### config.mk
export PLATFORM = sky130hd
export DESIGN_NAME = spam_lr_classifier
export DESIGN_NICKNAME = d
export VERILOG_FILES = /design/src/rtl/spam_pkg.sv /design/src/rtl/spam_hard_sigmoid.sv /design/src/rtl/spam_lr_classifier.sv
export SDC_FILE = /design/constraint.sdc
export NUM_CORES = 2
export LEC_CHECK = 0
export ABC_AREA = 1
export CORE_MARGIN = 3
export CORE_UTILIZATION = 65
export CTS_CLUSTER_DIAMETER = 60
export DETAILED_ROUTE_END_ITERATION = 10
export PLACE_DENSITY_LB_ADDON = 0.12
export SLEW_MARGIN = 20
export SYNTH_ARGS = -nofsm -noshare
export SYNTH_HDL_FRONTEND = slang
export SYNTH_SLANG_ARGS = --single-unit
### constraint.sdc
create_clock -name clk -period 15.81 [get_ports clk]
set_input_delay 3.162 -clock clk [delete_from_list [all_inputs] [get_ports clk]]
set_output_delay 3.162 -clock clk [all_outputs]
set_load 0.05 [all_outputs]
### src/rtl/spam_pkg.sv
// rtl/spam_pkg.sv - shared Q6.10 constants, multiply helper and FSM state type for the spam LR stages
package spam_pkg;

  localparam int NUM_FEATURES_DEF = 32;
  localparam int NUM_TEST_DEF     = 20;

  localparam logic signed [15:0] Q_ONE  = 16'sd1024;
  localparam logic signed [15:0] Q_HALF = 16'sd512;

  typedef enum logic [2:0] {
    S_IDLE,
    S_COPY,
    S_LOAD,
    S_WAIT_LBL,
    S_DOT,
    S_CLASS,
    S_DONE
  } state_t;

  // Floor-shifted product, wrapped back to 16 bits.
  function automatic logic signed [15:0] q6_10_mul(input logic signed [15:0] a,
                                                   input logic signed [15:0] b);
    logic signed [31:0] prod;
    prod = 32'(a) * 32'(b);
    return 16'(prod >>> 10);
  endfunction

endpackage

### src/rtl/spam_hard_sigmoid.sv
// rtl/spam_hard_sigmoid.sv - combinational Hard-Sigmoid: Q6.10 score to probability and class
module spam_hard_sigmoid
  import spam_pkg::*;
(
  input  logic signed [15:0] acc,
  output logic [15:0]        prob,
  output logic               pred
);

  logic signed [15:0] quarter;
  logic signed [15:0] sum;

  // The quarter-slope line cannot overflow 16 bits, so the clamp sees the true value.
  always_comb begin
    quarter = acc >>> 2;
    sum     = Q_HALF + quarter;
    if (sum < 16'sd0) begin
      prob = 16'd0;
    end else if (sum > Q_ONE) begin
      prob = Q_ONE;
    end else begin
      prob = sum;
    end
    pred = (quarter > 16'sd0);
  end

endmodule

### src/rtl/spam_lr_classifier.sv
// rtl/spam_lr_classifier.sv - copies trained weights, scores a test stream and tallies accuracy
module spam_lr_classifier
  import spam_pkg::*;
#(
  parameter int NUM_FEATURES = NUM_FEATURES_DEF,
  parameter int NUM_TEST     = NUM_TEST_DEF
) (
  input  logic        clk,
  input  logic        rst_n,
  input  logic        train_done,
  output logic [5:0]  theta_rd_idx,
  input  logic [15:0] theta_rd_data,
  input  logic [15:0] feat_in,
  input  logic        feat_valid,
  output logic        feat_ready,
  input  logic [7:0]  label_in,
  input  logic        label_valid,
  output logic        label_ready,
  output logic        pred_valid,
  output logic [15:0] pred_prob,
  output logic        pred_label,
  output logic [7:0]  num_correct,
  output logic [7:0]  num_wrong,
  output logic        test_done
);

  localparam int         IW          = $clog2(NUM_FEATURES);
  localparam logic [5:0] LAST_IDX    = 6'(NUM_FEATURES - 1);
  localparam logic [7:0] LAST_SAMPLE = 8'(NUM_TEST - 1);

  state_t             state;
  logic               train_done_q;
  logic               start_run;
  logic               label_q;
  logic [5:0]         cnt;
  logic [IW-1:0]      idx;
  logic [7:0]         sample_cnt;
  logic signed [15:0] acc;
  logic signed [15:0] wbuf [NUM_FEATURES];
  logic signed [15:0] fbuf [NUM_FEATURES];
  logic [15:0]        sig_prob;
  logic               sig_pred;

  assign start_run    = train_done & ~train_done_q;
  assign idx          = cnt[IW-1:0];
  assign theta_rd_idx = (state == S_COPY) ? cnt : 6'd0;
  assign feat_ready   = (state == S_LOAD);
  assign label_ready  = (state == S_WAIT_LBL);

  spam_hard_sigmoid u_sigmoid (
    .acc  (acc),
    .prob (sig_prob),
    .pred (sig_pred)
  );

  always_ff @(posedge clk or negedge rst_n) begin
    if (!rst_n) begin
      state        <= S_IDLE;
      train_done_q <= 1'b0;
      label_q      <= 1'b0;
      cnt          <= 6'd0;
      sample_cnt   <= 8'd0;
      acc          <= 16'sd0;
      pred_valid   <= 1'b0;
      pred_prob    <= 16'd0;
      pred_label   <= 1'b0;
      num_correct  <= 8'd0;
      num_wrong    <= 8'd0;
      test_done    <= 1'b0;
      for (int i = 0; i < NUM_FEATURES; i++) begin
        wbuf[i] <= 16'sd0;
        fbuf[i] <= 16'sd0;
      end
    end else begin
      train_done_q <= train_done;
      pred_valid   <= 1'b0;
      case (state)
        S_IDLE, S_DONE: begin
          if (start_run) begin
            state       <= S_COPY;
            cnt         <= 6'd0;
            sample_cnt  <= 8'd0;
            num_correct <= 8'd0;
            num_wrong   <= 8'd0;
            test_done   <= 1'b0;
          end
        end
        S_COPY: begin
          wbuf[idx] <= theta_rd_data;
          if (cnt == LAST_IDX) begin
            cnt   <= 6'd0;
            state <= S_LOAD;
          end else begin
            cnt <= cnt + 6'd1;
          end
        end
        S_LOAD: begin
          if (feat_valid) begin
            fbuf[idx] <= feat_in;
            if (cnt == LAST_IDX) begin
              cnt   <= 6'd0;
              state <= S_WAIT_LBL;
            end else begin
              cnt <= cnt + 6'd1;
            end
          end
        end
        S_WAIT_LBL: begin
          if (label_valid) begin
            label_q <= |label_in;
            acc     <= 16'sd0;
            cnt     <= 6'd0;
            state   <= S_DOT;
          end
        end
        S_DOT: begin
          acc <= acc + q6_10_mul(wbuf[idx], fbuf[idx]);
          if (cnt == LAST_IDX) begin
            cnt   <= 6'd0;
            state <= S_CLASS;
          end else begin
            cnt <= cnt + 6'd1;
          end
        end
        S_CLASS: begin
          pred_valid <= 1'b1;
          pred_prob  <= sig_prob;
          pred_label <= sig_pred;
          if (sig_pred == label_q) begin
            num_correct <= num_correct + 8'd1;
          end else begin
            num_wrong <= num_wrong + 8'd1;
          end
          if (sample_cnt == LAST_SAMPLE) begin
            test_done <= 1'b1;
            state     <= S_DONE;
          end else begin
            sample_cnt <= sample_cnt + 8'd1;
            cnt        <= 6'd0;
            state      <= S_LOAD;
          end
        end
        default: state <= S_IDLE;
      endcase
    end
  end

endmodule

After elaboration in Yosys (flattened, before gate mapping) --
Cells that the tools add are included.
Operators by class: add/sub/neg operators 6, multipliers 1, magnitude comparators 5, equal/unequal tests 19, mux-type cells 40, bitwise operators 3, reductions and logical operators 17
Operators by type and width (number):
- $bwmux 512 | 2
- $bmux 16 s5 | 2
- $mux 16 | 8
- $demux 16 s5 | 1
- $pmux 8 s2 | 3
- $mux 6 | 6
- $mux 8 | 4
- $pmux 16 s2 | 1
- $pmux 6 s5 | 1
- $mul 16x16->26 | 1
- $add 8x1->8 const B | 3
- $mux 3 | 7
- $pmux 3 s6 | 1
- $add 16x16->16 | 1
- $gt 16x12->1 const B | 1
- $lt 16x1->1 const B | 1
- $ne 2x2->1 const B | 8
- $add 11x14->15 const A | 1
- $gt 14x1->1 const B | 1
- $reduce_and 3->1 | 4
- $eq 3x3->1 const B | 3
- $eq 8x5->1 const B | 1
- $reduce_or 8->1 | 1
- $add 6x1->6 const B | 1
- 20 further kinds | 28
Storage, ports and cells: flip-flop bits (word level) 1094, output and inout port bits 43, word-level logic and storage cells 167

Depth between registers and ports, before layout --
word-level depth 7, gate-level depth with buffers 46

Hierarchy --
A second synthesis with hierarchy kept.
Unflattened totals: cell total of the unflattened synthesis 7372, area, all modules 58924.0 µm²
Modules (own cells, without submodules):
- spam_lr_classifier | times used 1, cells an instance 7312, area an instance 58637.5 µm², sequential area each 27376.3 µm²
- spam_hard_sigmoid | times used 1, cells an instance 60, area an instance 286.5 µm², sequential area each 0.0 µm²

Least setup slack after synthesis --
Ideal clock, no wire load.
kind reg-to-reg, start point reg cnt[0], end point reg acc[15], library setup time 0.119 ns, data arrival time 7.796 ns, data required time 15.691 ns, path slack 7.895 ns, cell stages (with the launch flop) 42, period minus slack after synthesis 7.915 ns, cells stage by stage dfrtp_1 buf_6 buf_6 buf_6 buf_6 buf_4 o21ai_0 a21oi_1 or2_2 nor4_4 inv_2 buf_2 nand2_1 inv_1 fa_1 inv_1 fa_1 fa_1 (+6 left out) ha_1 nand2_1 nor4_1 nand2_1 nand2_1 xor2_1 ha_1 a21o_1 a31oi_1 inv_1 nand3_1 o2111ai_1 nand2_1 a21oi_1 a21oi_1 nand3_1 nand3_1 nand2_1
On the way: word-level cells in the longest chain between the ends 7, elaborated cells on any way between the ends 10, classes of those cells 1 x add/sub; 1 x mul; 7 x mux; 1 x bitwise
RTL lines:
- from (decl) | RTL line spam_lr_classifier.sv:35 | logic [5:0] cnt;
- from (signal assigned) | RTL line spam_lr_classifier.sv:94 | cnt <= cnt + 6'd1;
- from (signal assigned) | RTL line spam_lr_classifier.sv:104 | cnt <= cnt + 6'd1;
- from (signal assigned) | RTL line spam_lr_classifier.sv:122 | cnt <= cnt + 6'd1;
- $not 5->6 (not written as such) * | RTL line spam_lr_classifier.sv:117 | acc <= acc + q6_10_mul(wbuf[idx], fbuf[idx]);
- $bmux 16 s5 | RTL line spam_lr_classifier.sv:117
- $mux 16 (not written as such) (2 in series) | RTL line spam_lr_classifier.sv:117
- $mul 16x16->26 * | RTL line spam_pkg.sv:24 | prod = 32'(a) * 32'(b);
- $add 16x16->16 * | RTL line spam_lr_classifier.sv:117
- $pmux 16 s2 * | RTL line spam_lr_classifier.sv:77 | case (state)
- to (signal assigned) | RTL line spam_lr_classifier.sv:117
- to (decl) | RTL line spam_lr_classifier.sv:38 | logic signed [15:0] acc;
Every way passes the cells marked *; elsewhere a longest branch is shown, timed or not. The select of a mux whose other input is x is not followed. A chain may end at the register's enable or synchronous reset.

Final worst setup path --
Same ends and word-level chain as after synthesis.

==> summary.md <==
| Metric | Value |
|---|---|
| Post-synthesis simple-gate area fraction | `0.194` |
| DRT Wirelength | `169,000 um` |
| Mapped Area | `59,200 sq um` |
| Clock Sinks | `1,092` |
| Multiplexer share of the synthesized area | `0` |
| # rows | `110` |
| Post-Syn Area per Cell | `7.90 sq um` |
| Synth area leaders | `dfrtp_1, nand2_1, o21ai_0, fa_1, inv_1` |
| Mapped Cells | `7,493` |
| Worst EP arrival | `11.39 ns` |
| GRT Residual Overflow | `0` |
| Ys async rst share | `1.00` |
| #FFs+latches synth | `1,092` |
| Area Growth Syn to Fin | `8.00%` |
| Tmin final | `10.84 ns` |
| Core region area | `90,100 sq um` |
| DP Wirelength | `105,000 um` |
| Wire per inst | `19.8 um` |
| Max FO, Critical Path | `200` |
| Final Cycle Share | `0.686` |
| VDD IR max | `95.8 uV` |
| Critical-path top delay cell | `buf_4` |
| Inst Count DP | `8,319` |
| # DRC | `0` |
| Main combinational cell family by area after synthesis | `simple AND/OR/NAND/NOR gates` |
| Final Hold Vio Count | `0` |
| Synthesis Warnings | `0` |
| Max-slew violations | `0` |
| Clock transition at path regs | `0.06 ns` |
| IO buf count | `85` |
| RePlAce Congestion | `0.890` |
| Starting Density | `0.657` |
| Largest net degree at the start of global routing | `201` |
| Die Footprint | `94,700 sq um` |
| First-pass GRT wire length | `268,000 um` |
| Compound-gate portion of the synthesized area | `0.158` |
| Pwr/cell area | `88.8 nW/um^2` |
| Adder and majority gate portion of the synthesized area | `0.0908` |
| I/O pin total | `88` |
| Post_cts resized | `0` |
| DRT Pass-1 Iters | `6` |
| Vias | `50,390` |
| Worst path max stage delay | `0.76 ns` |
| Peak Freq | `92.2 MHz` |
| Final Skew | `0.0870 ns` |
| Vias in the first global route | `48,302` |
| TNS Setup | `0 ns` |
| Vias per inst | `5.91` |
| Crit end category | `flop` |
| TritonCTS clock tree | `done` |
| Min Hold Slack | `0.463 ns` |
| Leakage | `32.6 nW` |
| Post-synth top flop | `dfrtp_1` |
| Relative slew slack | `0.214` |
| Register area share after synthesis | `0.462` |
| Root Buffer | `clkbuf_16` |
| Initial antenna violation count | `1` |
| Die H | `308 um` |
| Worst EP required | `16.35 ns` |
| Biggest area consumer among synthesized cells | `dfrtp_1` |
| Actual slew at the worst max-slew pin | `1.18 ns` |
| WS Path Type | `reg2reg` |
| Hold/Removal Path Class | `reg2reg` |
| Post-CTS Setup Repair Bufs | `0` |
| CTS H-tree depth | `3` |
| Status | `finished, final reports clean` |
| Post-DRT Antenna Nets | `0` |
| Number of max-cap violations | `0` |
| CP startpoint kind | `flop` |
| Post-layout instance count excluding filler cells | `8,532` |
| Later-pin clock latency in the skew report | `0.73 ns` |
| Share of cells above drive strength 1 | `0.0465` |
| CTS Hold Buffers Added | `0` |
| CTS buffer count | `115` |
| CTS Buffer Depth | `3` |
| DR iter-0 viols | `6,283` |
| All-Layer GR Usage | `0.361` |
| # nets final | `7,609` |
| Xor and xnor area share after synthesis | `0.00444` |
| Endpoints failing setup | `0` |
| Post-synth EDFFs | `0` |
| Area share of the largest cell type after synthesis | `0.462` |
| ANT cells | `0` |
| Die span in x | `308 um` |
| Netlist cell types | `52` |
| RSZ-0062 raised after global routing | `false` |
[final timing paths]
| kind | startpoint | to | slack, ns | cells after the start |
|---|---|---|---|---|
| min reg2reg | pred_prob[11] | pred_prob[11] | 0.46 | 2 |
| min in group asynchronous | rst_n | num_correct[7] | 2.54 | 1 |
| max | cnt[0] | acc[15] | 4.97 | 39 |
| min | pred_prob[11] | pred_prob[11] | 0.46 | 2 |
| max in group asynchronous | rst_n | wbuf[34] | 10.25 | 4 |
| max reg2reg | cnt[0] | acc[15] | 4.97 | 39 |
[cell type report]
| class | count | area [sq um] |
|---|---|---|
| clock buffers | 170 | 3400 |
| inverters | 823 | 3120 |
| flip-flops and latches | 1092 | 27300 |
| multi-input cells | 5064 | 26600 |
| well taps | 1176 | 1470 |
| repair buffers | 164 | 1500 |
| fillers | 7303 | 26200 |
| clock inverters | 43 | 518 |
[report_power, final]
part | total (mW) | internal (mW) | leakage, nW | switching, mW
combinational | 0.119 | 0.0136 | 18.3 | 0.105
sequential | 2.80 | 2.80 | 12.4 | 0.0000266
clock | 2.76 | 1.61 | 1.93 | 1.16
[per-layer routing]
| layer | share of wire | global-route usage |
|---|---|---|
| met1 | 0.41 | 0.510 |
| met2 | 0.44 | 0.554 |
| met3 | 0.11 | 0.0836 |
| met4 | 0.037 | 0.127 |
| met5 | 0.000077 | 0 |
[synth_stat cells, types with 10 or more instances]
| cell type | count |
|---|---|
| fa_1 | 209 |
| inv_1 | 808 |
| dfrtp_1 | 1092 |
| nor2_1 | 534 |
| a22o_1 | 37 |
| nor3_1 | 30 |
| o21ai_1 | 67 |
| nand2_1 | 2185 |
| xor2_1 | 23 |
| buf_4 | 31 |
| nand3_1 | 160 |
| buf_6 | 16 |
| o22ai_1 | 124 |
| o21ai_0 | 1352 |
| ha_1 | 95 |
| inv_2 | 10 |
| clkbuf_1 | 353 |
| a221oi_1 | 16 |
| buf_2 | 107 |
| a21oi_1 | 149 |
[placed cells by master, fill, tap and decap left out, types with 7 or more instances in the layout]
master / instances
nor2_4: 8
o21ai_0: 1352
a21oi_1: 149
a221oi_1: 16
nor3_1: 23
buf_4: 74
clkinv_2: 22
inv_2: 12
o21ai_1: 67
clkdlybuf4s50_1: 84
ha_1: 95
dfrtp_1: 1090
nor3_2: 7
nand4_1: 9
nor2_1: 530
fa_1: 209
clkbuf_1: 25
inv_1: 802
a22o_1: 37
xnor2_1: 7
nand3_1: 160
nand2_2: 28
nand2_1: 2163
o22ai_1: 124
bufinv_16: 7
clkbuf_8: 29
xor2_1: 23
clkbuf_16: 116
[cell families (layout without fill, tap and decap cells)]
family / after synthesis / count (layout)
buf+inv: 1338 / 1200
fa+ha+maj: 304 / 304
compound gates: 1776 / 1776
flops: 1092 / 1092
simple gates: 2952 / 2952
xor+xnor: 30 / 30
other cells: 1 / 2
[through the flow]
| step | utilization | power [mW] | setup WS, ns | area [sq um] |
|---|---|---|---|---|
| 2_1_floorplan | - | 2.87 | 7.89 | 59200 |
| 3_3_place_gp | 0.665 | 2.97 | 5.27 | 60000 |
| 3_5_place_dp | 0.665 | 2.97 | 5.15 | 60000 |
| 4_1_cts | 0.709 | 5.70 | 5.03 | 63900 |
| 5_1_grt | 0.709 | 5.83 | 4.17 | 63900 |
| 6_report | 0.709 | 5.68 | 4.97 | 63900 |
[registers in the layout (all words and copies together), names as in the netlist]
signal	cells
wbuf	512
acc	16
label_q	1
pred_label	1
num_correct	8
train_done_q	1
num_wrong	8
pred_prob	14
fbuf	512
pred_valid	1
sample_cnt	8
state	3
cnt	6
test_done	1
[worst max-delay path: cells and delay by family, from the launching register on]
family	cells	cell delay (ns)
AOI/OAI and AO/OA	7	1.30
xor gates and xnor gates	1	0.13
adders and majority gates	8	3.69
buffers and inverters	10	2.67
DFF	1	0.73
and+or+nand+nor	13	1.98
No activity file was read; power rests on OpenSTA's default activity.
